===== config.mk =====
export PLATFORM = sky130hd
export DESIGN_NAME = sim_exit_monitor
export DESIGN_NICKNAME = d
export VERILOG_FILES = /design/src/rtl/sim_mon_pkg.sv /design/src/rtl/sim_mon_fifo.sv /design/src/rtl/sim_exit_monitor.sv
export SDC_FILE = /design/constraint.sdc
export NUM_CORES = 1
export LEC_CHECK = 0
export ABC_AREA = 1
export CAP_MARGIN = 20
export CORE_UTILIZATION = 50
export DETAILED_ROUTE_END_ITERATION = 6
export PLACE_DENSITY = 0.87
export SLEW_MARGIN = 20
export SYNTH_ARGS = -nofsm -noshare
export SYNTH_HDL_FRONTEND = slang
export SYNTH_SLANG_ARGS = --single-unit

===== constraint.sdc =====
create_clock -name clk_i -period 2.9 [get_ports clk_i]
set_input_delay 0.58 -clock clk_i [delete_from_list [all_inputs] [get_ports clk_i]]
set_output_delay 0.58 -clock clk_i [all_outputs]
set_load 0.01 [all_outputs]

===== src/rtl/sim_mon_pkg.sv =====
// Shared types and default mailbox addresses for the simulation exit monitor.
package sim_mon_pkg;

  typedef enum logic [1:0] {
    StRun,
    StDrain,
    StDone,
    StTout
  } mon_state_e;

  localparam logic [31:0] PrintAddrDef = 32'h1000_0000;
  localparam logic [31:0] ExitAddrDef  = 32'h1000_0004;
  localparam logic [31:0] HbeatAddrDef = 32'h1000_0008;

endpackage


===== src/rtl/sim_mon_fifo.sv =====
// Synchronous FIFO with wrap-bit pointers; push while full is accepted only with a pop.
module sim_mon_fifo #(
  parameter int unsigned DW = 8,
  parameter int unsigned DP = 16
) (
  input  logic                  clk_i,
  input  logic                  rst_i,
  input  logic                  push_i,
  input  logic [DW-1:0]         data_i,
  input  logic                  pop_i,
  output logic [DW-1:0]         data_o,
  output logic                  full_o,
  output logic                  empty_o,
  output logic [$clog2(DP):0]   count_o
);

  localparam int unsigned AddrW = $clog2(DP);

  logic [DW-1:0]  mem_q [DP];
  logic [AddrW:0] wr_ptr_q, wr_ptr_d;
  logic [AddrW:0] rd_ptr_q, rd_ptr_d;
  logic           push_ok, pop_ok;

  assign empty_o = (wr_ptr_q == rd_ptr_q);
  assign full_o  = (wr_ptr_q[AddrW] != rd_ptr_q[AddrW]) &&
                   (wr_ptr_q[AddrW-1:0] == rd_ptr_q[AddrW-1:0]);
  assign count_o = wr_ptr_q - rd_ptr_q;
  assign data_o  = mem_q[rd_ptr_q[AddrW-1:0]];

  assign pop_ok  = pop_i && !empty_o;
  assign push_ok = push_i && (!full_o || pop_ok);

  always_comb begin
    wr_ptr_d = wr_ptr_q;
    rd_ptr_d = rd_ptr_q;
    if (push_ok) wr_ptr_d = wr_ptr_q + 1'b1;
    if (pop_ok)  rd_ptr_d = rd_ptr_q + 1'b1;
  end

  always_ff @(posedge clk_i) begin
    if (rst_i) begin
      wr_ptr_q <= '0;
      rd_ptr_q <= '0;
    end else begin
      wr_ptr_q <= wr_ptr_d;
      rd_ptr_q <= rd_ptr_d;
    end
  end

  always_ff @(posedge clk_i) begin
    if (push_ok) mem_q[wr_ptr_q[AddrW-1:0]] <= data_i;
  end

endmodule


===== src/rtl/sim_exit_monitor.sv =====
// Snoops ICB write commands for print/exit/heartbeat mailboxes and raises run-end flags.
module sim_exit_monitor
  import sim_mon_pkg::*;
#(
  parameter int unsigned   NCH         = 1,
  parameter int unsigned   AW          = 32,
  parameter int unsigned   FIFO_DP     = 16,
  parameter int unsigned   TIMEOUT_CYC = 2000000,
  parameter logic [AW-1:0] PRINT_ADDR  = AW'(PrintAddrDef),
  parameter logic [AW-1:0] EXIT_ADDR   = AW'(ExitAddrDef),
  parameter logic [AW-1:0] HBEAT_ADDR  = AW'(HbeatAddrDef)
) (
  input  logic              clk_i,
  input  logic              rst_i,
  input  logic [NCH-1:0]    icb_cmd_valid_i,
  input  logic [NCH-1:0]    icb_cmd_ready_i,
  input  logic [NCH-1:0]    icb_cmd_read_i,
  input  logic [NCH*AW-1:0] icb_cmd_addr_i,
  input  logic [NCH*32-1:0] icb_cmd_wdata_i,
  output logic              char_valid_o,
  output logic [7:0]        char_data_o,
  input  logic              char_ready_i,
  output logic              done_o,
  output logic              pass_o,
  output logic              fail_o,
  output logic              timeout_o,
  output logic [31:0]       exit_code_o,
  output logic [15:0]       drop_cnt_o
);

  localparam int unsigned    WdW    = $clog2(TIMEOUT_CYC);
  localparam int unsigned    CntW   = $clog2(FIFO_DP) + 1;
  localparam logic [WdW-1:0] WdLast = WdW'(TIMEOUT_CYC - 1);

  mon_state_e state_q, state_d;
  logic [WdW-1:0]  wdog_q, wdog_d;
  logic [31:0]     exit_q, exit_d;
  logic [15:0]     drop_q, drop_d;
  logic            done_q, pass_q, fail_q, tout_q;

  logic [NCH-1:0]  print_hit, exit_hit, hbeat_hit;
  logic [AW-1:0]   addr;
  logic            fire;
  logic [7:0]      push_data;
  logic [31:0]     exit_data;
  logic [2:0]      n_print;
  logic            any_print, any_exit, reload;

  logic            fifo_full, fifo_empty, fifo_pop, full_drop;
  logic [CntW-1:0] fifo_cnt;
  logic [2:0]      drop_inc;
  logic [16:0]     drop_sum;

  // Descending scan so the lowest-index channel's data is the one left standing.
  always_comb begin
    print_hit = '0;
    exit_hit  = '0;
    hbeat_hit = '0;
    addr      = '0;
    fire      = 1'b0;
    push_data = '0;
    exit_data = '0;
    n_print   = '0;
    for (int i = NCH - 1; i >= 0; i--) begin
      fire         = icb_cmd_valid_i[i] & icb_cmd_ready_i[i] & ~icb_cmd_read_i[i];
      addr         = icb_cmd_addr_i[i*AW +: AW];
      print_hit[i] = fire && (addr == PRINT_ADDR);
      exit_hit[i]  = fire && (addr == EXIT_ADDR);
      hbeat_hit[i] = fire && (addr == HBEAT_ADDR);
      n_print      = n_print + {2'b00, print_hit[i]};
      if (print_hit[i]) push_data = icb_cmd_wdata_i[i*32 +: 8];
      if (exit_hit[i])  exit_data = icb_cmd_wdata_i[i*32 +: 32];
    end
  end

  assign any_print = |print_hit;
  assign any_exit  = |exit_hit;
  assign reload    = any_print | (|hbeat_hit);

  assign fifo_pop  = !fifo_empty && char_ready_i;
  assign full_drop = any_print && fifo_full && !fifo_pop;
  assign drop_inc  = any_print ? (n_print - 3'd1 + {2'b00, full_drop}) : 3'd0;
  assign drop_sum  = {1'b0, drop_q} + {14'd0, drop_inc};
  assign drop_d    = drop_sum[16] ? 16'hFFFF : drop_sum[15:0];

  sim_mon_fifo #(
    .DW (8),
    .DP (FIFO_DP)
  ) u_fifo (
    .clk_i   (clk_i),
    .rst_i   (rst_i),
    .push_i  (any_print),
    .data_i  (push_data),
    .pop_i   (fifo_pop),
    .data_o  (char_data_o),
    .full_o  (fifo_full),
    .empty_o (fifo_empty),
    .count_o (fifo_cnt)
  );

  always_comb begin
    state_d = state_q;
    wdog_d  = wdog_q;
    exit_d  = exit_q;
    unique case (state_q)
      StRun: begin
        wdog_d = reload ? '0 : wdog_q + WdW'(1);
        if (any_exit) begin
          exit_d  = exit_data;
          state_d = StDrain;
        end else if (wdog_q == WdLast && !reload) begin
          state_d = StTout;
        end
      end
      StDrain: begin
        // Wait out any byte being pushed this cycle before declaring the run done.
        if (fifo_cnt == '0 && !any_print) state_d = StDone;
      end
      StDone:  state_d = StDone;
      StTout:  state_d = StTout;
      default: state_d = StRun;
    endcase
  end

  always_ff @(posedge clk_i) begin
    if (rst_i) begin
      state_q <= StRun;
      wdog_q  <= '0;
      exit_q  <= '0;
      drop_q  <= '0;
      done_q  <= 1'b0;
      pass_q  <= 1'b0;
      fail_q  <= 1'b0;
      tout_q  <= 1'b0;
    end else begin
      state_q <= state_d;
      wdog_q  <= wdog_d;
      exit_q  <= exit_d;
      drop_q  <= drop_d;
      done_q  <= (state_q == StDone) || (state_q == StTout);
      pass_q  <= (state_q == StDone) && (exit_q == 32'd0);
      fail_q  <= (state_q == StDone) && (exit_q != 32'd0);
      tout_q  <= (state_q == StTout);
    end
  end

  assign char_valid_o = !fifo_empty;
  assign done_o       = done_q;
  assign pass_o       = pass_q;
  assign fail_o       = fail_q;
  assign timeout_o    = tout_q;
  assign exit_code_o  = exit_q;
  assign drop_cnt_o   = drop_q;

endmodule


==> impl_metrics.py <==
metrics = {
    "cells_and_area": {
        "final_cell_mix": "137 x inv_1, 128 x edfxtp_1, 120 x clkdlybuf4s50_1",
        "nets": 1291,
        "stdcell_area_um2": 12790,
        "area_growth_pct": 31.12,
        "fillers": 1389,
        "final_common_cell": "inv_1",
        "final_layout_size_suffix_gt1_frac": 0.1445,
        "antenna_cells": 0,
        "stdcell_count": 1478,
        "post-route-util": 0.6769,
    },
    "outcome": {
        "outcome": "finished, violations left",
        "violations": "negative setup slack",
    },
    "place": {
        "hpwl_mm": 15.63,
        "numPortBuffers": 130,
        "placed_area_um2": 11650,
        "place_congestion": 0.8673,
        "dp.cells": 1417,
    },
    "power_and_ir_drop": {
        "combinationalPowerShare": 0.100,
        "ir_drop_mv": 0.3495,
        "seq_power_share": 0.468,
        "leakage_nw": 4.760,
        "clkPwrFrac": 0.432,
        "power.density_nw_per_um2": 548.1,
        "p_sw_mw": 1.606,
        "total_power_mw": 7.009,
        "sw_frac_of_total": 0.2291,
        "cellInternalPower_mw": 5.403,
    },
    "routing": {
        "firstDrtPassIters": 5,
        "drtAntennaViolNets": 0,
        "met2_length_mm": 12.58,
        "avgRoutedWirePerCell_um": 16.82,
        "routed.top_layer": "met4",
        "viasPerCell": 5.459,
        "first_iter_violations": 654,
        "vias": 8068,
        "routed_wl_mm": 24.86,
        "dr_wl_met3_mm": 1.611,
        "met1_length_mm": 9.906,
        "drc": 0,
    },
    "setup_path": {
        "crit_family": "simple AND/OR/NAND/NOR gates",
        "crit_top_cell": "nor2_2",
        "cpMaxStageDelayCell": "clkdlybuf4s50_1",
        "reg2reg_slack_ns": 0.03,
        "max_stage_delay_ns": 0.46,
        "r2r-end": "drop_cnt_o[8]$_SDFF_PP0_",
        "start_kind": "input pin",
        "crit_path_cell_trace": "clkdlybuf4s50_1, nor3_2, nand3_1, nor2_4, nand4_4, nor2_2, ha_2, inv_1, fa_2, o21ai_2, nand3_2, nor2_2, nand2_2, buf_4, xor2_1, a21oi_1",
        "cp_max_fo": 3,
        "required_ns": 3.28,
        "reg2reg_from": "u_fifo.rd_ptr_q[1]$_SDFFE_PP0P_",
        "worstPathArrival_ns": 3.29,
        "path_class": "input pin to register",
        "rr_worst_depth": 16,
        "crit_buf_inv": 3,
        "end_kind": "register",
    },
    "timing": {
        "max-slew-margin-rel": 0.5773,
        "tightestPinTransition_ns": 0.6333,
        "timing.final.ws_setup_ns": -0.01112,
        "fin_crit_ns": 2.911,
        "final_hold_viol_count": 0,
        "fin_worst_skew_ns": 0.006974,
        "drv_slew": 0,
        "period_share": 1.004,
        "tns_ns": -0.02209,
        "max_freq_mhz": 343.5,
        "rsz0062_at_grt": "yes",
        "setup-violations-final": 2,
    },
    "floorplan": {
        "core_area_um2": 18890,
        "die_x_um": 141.7,
        "rows": 50,
        "initial_utilization": 0.5162,
        "die_h_um": 141.7,
        "io_pins": 131,
        "dieArea_um2": 20070,
    },
    "global_routing": {
        "grt_pass1_vias": 7722,
        "grt_pass1_wl_mm": 37.77,
        "overflow": 0,
        "antenna_found_initial": 0,
        "grt_max_degree": 49,
        "gr-usage-all-layers": 0.2383,
    },
    "clock_tree": {
        "cts_tree": "done",
        "path_clk_slew_ns": 0.07,
        "cts.sinks": 217,
        "cts_buffers": 22,
        "root_buffer": "clkbuf_16",
        "ctsHoldBuffers": 0,
        "insertion_delay_ns": 0.50,
        "h-tree-depth": 1,
        "cts_buffer_depth": 3,
    },
    "worst_hold_path": {
        "hold_end": "wdog_q[5]$_SDFFE_PP0N_",
        "whs_path_depth": 2,
        "hp-class": "register to register",
        "hp-start": "wdog_q[5]$_SDFFE_PP0N_",
    },
    "synthesis": {
        "ys_seq_elements": 217,
        "syn_area_um2": 9753,
        "avgSynthCellArea_um2": 9.676,
        "synth_cell_types": 39,
        "ys_seq_area_frac": 0.5768,
        "synth_warnings": 0,
        "syn_inst": 1008,
    },
    "run": {
        "maxCapViolations": 0,
    },
}
## area by class of cell
type | count | area, µm² | area share
clock inverters | 17 | 200.2 | 0.01565
clock buffers | 23 | 575.6 | 0.04501
flip-flops and latches | 217 | 5635 | 0.4407
repair buffers | 207 | 1972 | 0.1542
inverters | 145 | 550.5 | 0.04305
well taps | 260 | 325.3 | 0.02544
multi-input cells | 609 | 3530 | 0.2760
## through the flow
stage / setup slack, ns / hold slack, ns
global route: -0.1554 / 0.4867
floorplan: 0.03677 / 0.4330
finish: -0.01112 / 0.4654
CTS: 0.0003062 / 0.4612
detailed placement: -0.5604 / 0.4472
global placement: -0.4170 / 0.4475
## logic make-up after synthesis
logic type | count (synthesis) | share of synthesized area
AOI/OAI and AO/OA | 218 | 0.1221
xor gates and xnor gates | 18 | 0.01616
adders and majority gates | 19 | 0.02591
buffers and inverters | 183 | 0.07518
DFF | 217 | 0.5768
muxes | 32 | 0.03284
other | 2 | 0.0007700
and+or+nand+nor | 319 | 0.1502
## worst max path at each step
stage | from | to | slack, ns | depth (start not counted)
after floorplan | icb_cmd_addr_i[29] | drop_cnt_o[14]$_SDFF_PP0_ | 0.04 | 18
after global placement | icb_cmd_valid_i | drop_cnt_o[11]$_SDFF_PP0_ | -0.42 | 17
after detailed placement | icb_cmd_ready_i | drop_cnt_o[13]$_SDFF_PP0_ | -0.56 | 19
after CTS | register | char_data_o[6] | 0.0003 | 7
after global routing | icb_cmd_addr_i[11] | drop_cnt_o[12]$_SDFF_PP0_ | -0.16 | 17
final | icb_cmd_addr_i[11] | drop_cnt_o[8]$_SDFF_PP0_ | -0.01 | 16
## per-layer routing
metal	GRT usage	vias to the layer above
li1	-	3821
met1	0.2973	3820
met2	0.4203	352
met3	0.03949	75
met4	0.07866	0
met5	0	-
## sequential cells by signal, summed over array words and instances (netlist names), named ones only
| name | flops |
|---|---|
| u_fifo.mem_q | 128 |
| exit_code_o | 32 |
| wdog_q | 21 |
| drop_cnt_o | 16 |
| u_fifo.rd_ptr_q | 5 |
| u_fifo.wr_ptr_q | 5 |
| state_q | 2 |
| done_o | 1 |
| fail_o | 1 |
| pass_o | 1 |
| timeout_o | 1 |
## power groups by stage
stage	combinational, mW	sequential, mW	clock (mW)
final	0.698	3.28	3.03
after global routing	0.760	3.28	3.17
after CTS	0.659	3.28	3.04
after detailed placement	0.606	3.35	0
after global placement	0.588	3.35	0
after floorplan	0.342	3.33	0
## cells in the mapped netlist, drive strengths merged
master	instances	area share
a211oi	3	0.0023
a21oi	95	0.049
a31oi	2	0.0013
and2	1	0.00064
buf	15	0.011
clkbuf	23	0.0089
conb	2	0.00077
dfxtp	89	0.18
edfxtp	128	0.39
fa	2	0.0041
ha	17	0.022
inv	145	0.056
mux2i	32	0.033
nand2	116	0.047
nand3	49	0.026
nand4	7	0.0060
nor2	111	0.049
nor3	21	0.012
nor3b	3	0.0023
nor4	9	0.0058
o211ai	33	0.025
o21ai	85	0.044
or2	2	0.0013
xor2	18	0.016
## tightest hold or removal path, stage by stage, from the launching register on
cell      delay [ns]
dfxtp_1         0.32
inv_1           0.05
a211oi_1        0.05
## what timing repair did
| action | in CTS | in global routing |
|---|---|---|
| setup endpoints to repair | 17 | 22 |
| gates cloned | 1 | 0 |
| pin swaps | 8 | 17 |
| gates resized for setup | 16 | 48 |
| setup buffers | 11 | 9 |
Power figures use the tool's default switching activity.
